**config.mk**
```make
export PLATFORM = sky130hd
export DESIGN_NAME = cache_fill_wb_ctrl
export DESIGN_NICKNAME = d
export VERILOG_FILES = /design/src/rtl/cache_fill_wb_ctrl.sv
export SDC_FILE = /design/constraint.sdc
export NUM_CORES = 1
export LEC_CHECK = 0
export CORE_UTILIZATION = 25
export DETAILED_ROUTE_END_ITERATION = 10
export PLACE_DENSITY = 0.52
export SLEW_MARGIN = 25
export SYNTH_ARGS = -nofsm -noshare
export SYNTH_HDL_FRONTEND = slang
export SYNTH_SLANG_ARGS = --single-unit
export TNS_END_PERCENT = 20
```
**constraint.sdc**
```tcl
create_clock -name clk -period 3.79 [get_ports clk]
set_clock_uncertainty 0.2 [all_clocks]
set_input_delay 0.758 -clock clk [delete_from_list [all_inputs] [get_ports clk]]
set_output_delay 0.758 -clock clk [all_outputs]
set_load 0.01 [all_outputs]
```
**src/rtl/cache_fill_wb_ctrl.sv**
```systemverilog
// Miss-handling controller for the L1 caches: optional dirty-victim write-back,
// then a block fill with independent request/return counters, then a tag write.
module cache_fill_wb_ctrl #(
   parameter int ADDR_W      = 16,
   parameter int WORD_BYTES  = 2,
   parameter int BLOCK_WORDS = 8,
   parameter int WRITE_BACK  = 1,
   localparam int OFF_W      = $clog2(BLOCK_WORDS * WORD_BYTES),
   localparam int DATA_W     = 8 * WORD_BYTES
) (
   input  logic              clk,
   input  logic              rst,
   input  logic              miss_detected,
   input  logic [ADDR_W-1:0] miss_addr,
   input  logic              victim_dirty,
   input  logic [ADDR_W-1:0] victim_addr,
   input  logic [DATA_W-1:0] victim_data,
   input  logic              mem_ready,
   input  logic              memory_data_valid,
   output logic              fsm_busy,
   output logic              mem_read,
   output logic              mem_write,
   output logic [ADDR_W-1:0] mem_addr,
   output logic [DATA_W-1:0] mem_wdata,
   output logic [OFF_W-1:0]  cache_rd_offset,
   output logic              write_data_array,
   output logic [OFF_W-1:0]  cache_write_block_offset,
   output logic              write_tag_array,
   output logic [ADDR_W-1:0] base_addr
);

   localparam int SHIFT = $clog2(WORD_BYTES);
   localparam int CNT_W = $clog2(BLOCK_WORDS) + 1;
   localparam logic [CNT_W-1:0]  CNT_FULL   = CNT_W'(BLOCK_WORDS);
   localparam logic [CNT_W-1:0]  CNT_ONE    = CNT_W'(1);
   localparam logic [OFF_W-1:0]  OFF_STEP   = OFF_W'(WORD_BYTES);
   localparam logic [OFF_W-1:0]  OFF_LAST   = OFF_W'((BLOCK_WORDS - 1) * WORD_BYTES);
   localparam logic [ADDR_W-1:0] BLOCK_MASK = ~ADDR_W'((1 << OFF_W) - 1);

   typedef enum logic [1:0] {
      IDLE = 2'd0,
      WB   = 2'd1,
      FILL = 2'd2,
      DONE = 2'd3
   } state_t;

   state_t            state;
   state_t            state_next;
   logic [ADDR_W-1:0] victim_base;
   logic [OFF_W-1:0]  wb_off;
   logic [CNT_W-1:0]  rd_cnt;
   logic [CNT_W-1:0]  wr_cnt;

   always_ff @(posedge clk) begin
      if (rst) begin
         state <= IDLE;
      end else begin
         state <= state_next;
      end
   end

   always_comb begin
      state_next = state;
      unique case (state)
         IDLE: begin
            if (miss_detected) begin
               state_next = ((WRITE_BACK != 0) && victim_dirty) ? WB : FILL;
            end
         end
         WB: begin
            if (mem_ready && (wb_off == OFF_LAST)) begin
               state_next = FILL;
            end
         end
         FILL: begin
            // Leave only once every returned word has landped in the array.
            if (wr_cnt == CNT_FULL) begin
               state_next = DONE;
            end
         end
         DONE: begin
            state_next = IDLE;
         end
         default: state_next = IDLE;
      endcase
   end

   always_comb begin
      fsm_busy                 = 1'b0;
      mem_read                 = 1'b0;
      mem_write                = 1'b0;
      mem_addr                 = '0;
      mem_wdata                = '0;
      cache_rd_offset          = '0;
      write_data_array         = 1'b0;
      cache_write_block_offset = '0;
      write_tag_array          = 1'b0;
      unique case (state)
         WB: begin
            fsm_busy        = 1'b1;
            mem_write       = 1'b1;
            mem_addr        = victim_base + ADDR_W'(wb_off);
            cache_rd_offset = wb_off;
            mem_wdata       = victim_data;
         end
         FILL: begin
            fsm_busy         = 1'b1;
            mem_read         = (rd_cnt < CNT_FULL);
            if (mem_read) begin
               mem_addr = base_addr + (ADDR_W'(rd_cnt) << SHIFT);
            end
            write_data_array = memory_data_valid && (wr_cnt < CNT_FULL);
            if (write_data_array) begin
               cache_write_block_offset = OFF_W'(32'(wr_cnt) << SHIFT);
            end
         end
         DONE: begin
            fsm_busy        = 1'b1;
            write_tag_array = 1'b1;
         end
         default: ;
      endcase
   end

   // Request and return counters advance independently; both clear on DONE.
   always_ff @(posedge clk) begin
      if (rst) begin
         base_addr   <= '0;
         victim_base <= '0;
         wb_off      <= '0;
         rd_cnt      <= '0;
         wr_cnt      <= '0;
      end else begin
         unique case (state)
            IDLE: begin
               if (miss_detected) begin
                  base_addr   <= miss_addr & BLOCK_MASK;
                  victim_base <= victim_addr & BLOCK_MASK;
                  wb_off      <= '0;
                  rd_cnt      <= '0;
                  wr_cnt      <= '0;
               end
            end
            WB: begin
               if (mem_ready) begin
                  wb_off <= wb_off + OFF_STEP;
               end
            end
            FILL: begin
               if (mem_read && mem_ready) begin
                  rd_cnt <= rd_cnt + CNT_ONE;
               end
               if (write_data_array) begin
                  wr_cnt <= wr_cnt + CNT_ONE;
               end
            end
            DONE: begin
               base_addr   <= '0;
               victim_base <= '0;
               wb_off      <= '0;
               rd_cnt      <= '0;
               wr_cnt      <= '0;
            end
            default: ;
         endcase
      end
   end

endmodule

```
Word level (Yosys, flattened, before mapping):

Cells that the tools add are included.

* add/sub/neg operators: 5
* $lt $le $gt $ge: 2
* equality and inequality tests: 11
* multiplexer cells: 27
* reductions and logical operators: 13

Operators with widths (count)
* $pmux 16 s2: 3
* $mux 16: 4
* $pmux 4 s3: 3
* $mux 4: 7
* $add 16x4->16: 1
* $add 16x5->16: 1
* $ne 2x2->1 const B: 6
* $reduce_and 3->1: 4
* $add 4x1->4 const B: 2
* $eq 4x4->1 const B: 2
* $lt 4x4->1 const B: 2
* $mux 2: 4
* $pmux 2 s4: 1
* $reduce_bool 3->1: 2
* $mux 1: 5
* $add 4x2->4 const B: 1
* $eq 2x2->1 const B: 2
* $logic_and 1x1->1: 3
* $reduce_or 3->1: 1
* $eq 2x1->1 const B: 1
* $logic_not 2->1: 1
* $reduce_and 2->1: 1
* $reduce_bool 2->1: 1

* register bits: 46
* bits of input ports: 54

Depth between registers and ports, before layout:

* depth in word-level cells: 5
* gate-level depth with buffers: 7
* gate-level depth less buffers: 6

Least setup slack after synthesis:

Ideal clock, no wire load.

* kind: reg-to-output
* from: register state[1]
* to: output port mem_addr[4]
* arrival time: 1.651 ns
* setup slack: 1.181 ns
* stages on the path, launching flop included: 7
* path through: dfxtp_1 > inv_1 > ha_1 > buf_1 > clkbuf_1 > a22oi_1 > nor2b_1

* cells in the longest elaborated chain, start to end: 2
* elaborated cells between the ends (all ways): 3
* classes of those cells: 2 x eq/ne; 1 x mux

Ends and longest elaborated chain
* start: declaration: RTL line 47 `state_t state;`
* start signal: assignment: RTL line 58 `state <= state_next;`
* $eq 2x2->1 / $eq 2x1->1 (equally long branches): RTL line 98 `unique case (state)`
* $pmux 16 s2 (*): RTL line 98
* end: declaration: RTL line 23 `output logic [ADDR_W-1:0] mem_addr,`

Mark *: on every way between the ends. The rest lies on a longest branch, timed or not.

Final worst setup path:

* from: register state[1]
* to: output port mem_wdata[6]

* cells in the longest elaborated chain, start to end: 2

Ends and longest elaborated chain
* $eq 2x1->1: RTL line 98
* $mux 16: RTL line 98
* end: declaration: RTL line 24 `output logic [DATA_W-1:0] mem_wdata,`

Every way passes these cells.

==> key figures <==
Drt
  • Average wire length per cell after detail routing: around 14 µm
  • Total via count in the routed design: 2103
  • Routed wl met3: roughly 780 µm
  • Wl on met1: between 2 and 3 mm
  • DRC violations left: 0
  • Met2 layer wire length in the routed design: around 2.7 mm
  • Total iterations of the first detailed-routing run: 4
  • DRT iter0 DRCs: 53
  • Routed via count divided by cell count: around 4.6
  • Detailed-route wire length: between 6 and 7 mm
  • Antenna Violating Nets Remaining: 0
  • Top routing layer in use: met4

Die
  • Floorplan Core Area: ~8300 µm²
  • Floorplan die width: ~95 µm
  • Chip height: 94.6 µm
  • Starting density of the core: 0.260
  • I/O pin count: 115
  • Cell row count: 33
  • Overall die area: a little under 9000 µm²

STA
  • Pins over their slew limit: 0
  • Setup slack after layout: between 400 and 500 ps
  • Share of the cycle needed by the critical path after routing: 0.876
  • Final number of setup-violating endpoints: 0
  • Time the worst path needs with I/O delays and setup: 3320 ps
  • Worst Max-Slew Pin Slew: 716 ps
  • Highest achievable clock rate: 301 MHz
  • Total count of hold-check failures in the final report: 0
  • Slew Limit Headroom: 0.522
  • Setup Total Neg Slack: 0 ps
  • Unrepaired setup endpoints after global routing: no

Yosys
  • Count of synthesis-stage warnings from yosys: 0
  • Biggest area consumer among synthesized cells: dfxtp_1
  • Post-synth cell types: 39
  • Synth Area in Compound Gates: 0.166
  • Synthesis-stage register bit count: 37
  • Top-area cell type share of the netlist area: 0.346
  • Most area-consuming cells after synthesis: dfxtp_1 35%, nor3b_1 8.4%, a21oi_1 7.0%
  • Post-Syn Area: approximately 2100 µm²
  • Largest family of logic cells by synthesized area: simple AND/OR/NAND/NOR gates
  • Average cell area after synthesis: approximately 8 µm²
  • Synthesized-area fraction occupied by xor and xnor cells: 0.0163
  • Sequential cell area fraction in the yosys report: 0.346
  • Gate count after technology mapping: 261
  • Portion of netlist area occupied by mux cells: 0.00934
  • Post-synthesis simple-gate area fraction: 0.325
  • Adder-cell share of the synthesized area: 0.0584

Clocking
  • Post-CTS Repair Setup Buffers: 0
  • Clock edge transition at the registers on the reported setup and hold paths: 70 ps
  • Number of buffers added by the clock tree synthesis step: 5
  • Clk buf depth: 2
  • CTS sink cnt: 37
  • Clk root buf: clkbuf_8
  • Post-cts repair resize count: 0
  • Latest clock arrival within the worst-skew pair: around 290 ps
  • CTS tree: yes
  • H-tree level count: 2
  • Hold bufs inserted after CTS: 0

Setup path
  • Crit-path max FO: 17
  • Cell with the largest stage delay on the worst path: ha_1
  • Cell count of the worst reg-to-reg path: 6
  • Category of the most critical setup path: reg2out
  • Cell family contributing the most delay on the critical path: buffers and inverters
  • Data arrival time of the critical path: 2360 ps
  • Total stage count of the critical path: 5
  • Buffers plus inverters on the worst setup path: 3
  • Delay contributed by the slowest stage of the critical path: around 630 ps
  • Cell chain of the critical path: inv_1, ha_1, buf_4, and2_1, clkdlybuf4s50_1
  • Critical path endpoint category: primary output
  • Setup crit start kind: flop
  • Data required time of the worst path: between 2000 and 3000 ps

Power and ir drop
  • Total net switching power: between 700 and 800 µW
  • Highest ir drop seen on vdd: 205 µV
  • Switching power as a share of total power: 0.410
  • Clock power share: 0.144
  • Power per cell area: about 570 nW/µm²
  • Internal power consumption: between 1 and 1.5 mW
  • Power share of the sequential group: 0.277
  • Combinational cell fraction of total power: 0.579
  • Leakage: between 1 and 1.5 nW

Global route
  • Number of global-route vias before repair: 2037
  • Total track usage: 0.143
  • Antenna violations before repair: 0
  • Largest net degree at the start of global routing: between 40 and 50
  • Remaining global-route overflow: 0
  • Wire length of the first global-routing pass: between 9 and 10 mm

Place
  • Number of buffers added on ports: 99
  • Final Wtd Congestion: between 0.6 and 0.7
  • Placed cell areas: roughly 3200 µm²
  • Worst slack at placement: between 500 and 600 ps
  • Detailed-placement wirelength estimate: 4.41 mm

Job
  • Number of max-capacitance violations reported: 0

Status
  • Result of the run: complete, no violations

Final layout
  • Layout filler cell count: roughly 860
  • Leading cell types in the layout, fill and taps excluded: 99 x clkdlybuf4s50_1, 37 x dfxtp_1, 31 x nor2_1
  • Share of final-layout standard cells stronger than drive strength 1: 0.0565
  • NumNets Final: 418
  • Most common cell after layout, fill and taps aside: clkdlybuf4s50_1
  • Final standard cell area without fillers: 3300 µm²
  • Inserted Diodes: 0
  • Syn-to-layout area delta: 53.9%

Worst hold path
  • Hold Crit Depth: 2
  • Worst hold path class: reg2reg
registers in the layout, summed over array words and instances, names as in the netlist:
| name | flops |
|---|---|
| victim_base | 12 |
| wr_cnt | 4 |
| rd_cnt | 4 |
| base_addr | 12 |
| state | 2 |
| wb_off | 3 |
through the flow:
| step | instances | hold WS (ps) | utilization | power [mW] |
|---|---|---|---|---|
| 2_1_floorplan | 267 | 257 | - | 1.20 |
| 3_3_place_gp | 452 | 274 | 0.390 | 1.63 |
| 3_5_place_dp | 452 | 282 | 0.390 | 1.63 |
| 4_1_cts | 459 | 301 | 0.399 | 1.91 |
| 5_1_grt | 459 | 344 | 0.399 | 2.05 |
| 6_report | 459 | 297 | 0.399 | 1.88 |
synthesized netlist by cell type (all sizes together):
cell type	count
dfxtp	37
nor2	32
a21oi	30
nor3b	24
and2	22
nor2b	17
buf	14
a22oi	12
clkbuf	12
ha	10
inv	8
nor3	8
nand3	4
xnor2	4
nand2	3
nand2b	3
a211o	2
a211oi	2
mux2i	2
nand4	2
nor4b	2
a2111oi	1
a21boi	1
a221oi	1
a32oi	1
conb	1
nand3b	1
o21a	1
o21ai	1
o21ba	1
o31ai	1
or3	1
cell type report:
cell class / count / area, µm² / area share
multi-input combinational: 196 / 1270 / 0.385
inverter: 8 / 30.0 / 0.00910
clock buffer: 6 / 72.6 / 0.0220
clock inverter: 1 / 8.76 / 0.00266
sequential: 37 / 741 / 0.225
tap: 105 / 131 / 0.0398
timing repair buffer: 106 / 1040 / 0.316
worst paths after layout:
kind | to | start | slack, ps
setup reg to reg | state[0]$_SDFFE_PP0P_ | state[1]$_SDFFE_PP0P_ | 1510
setup / recovery | mem_wdata[6] | state[1]$_SDFFE_PP0P_ | 470
hold reg to reg | victim_base[8]$_SDFFE_PP0P_ | victim_base[8]$_SDFFE_PP0P_ | 300
hold / removal | victim_base[8]$_SDFFE_PP0P_ | victim_base[8]$_SDFFE_PP0P_ | 300
power by group through the flow:
stage / sequential [mW] / clock (mW) / combinational [mW]
6_report: 0.521 / 0.271 / 1.09
4_1_cts: 0.521 / 0.281 / 1.11
3_5_place_dp: 0.530 / 0 / 1.10
5_1_grt: 0.530 / 0.300 / 1.22
3_3_place_gp: 0.528 / 0 / 1.10
2_1_floorplan: 0.526 / 0 / 0.678
worst min-delay path, stage by stage, from the launching register on:
cell and delay [ps]:
dfxtp_1 330, a21oi_1 60, nor2_1 70
logic make-up after synthesis:
kind of cell,after synthesis
AO/OA/AOI/OAI,54
XOR/XNOR,4
adder cells (fa/ha/maj),10
buffers and inverters,34
flip-flops,37
multiplexers,2
other,1
AND/OR/NAND/NOR,119
per-layer routing:
layer	vias up	global-route usage
met1	946	0.165
met4	0	0.0379
met3	6	0.0652
met2	89	0.238
li1	1062	-
met5	-	0
No activity file was read; power rests on OpenSTA's default activity.
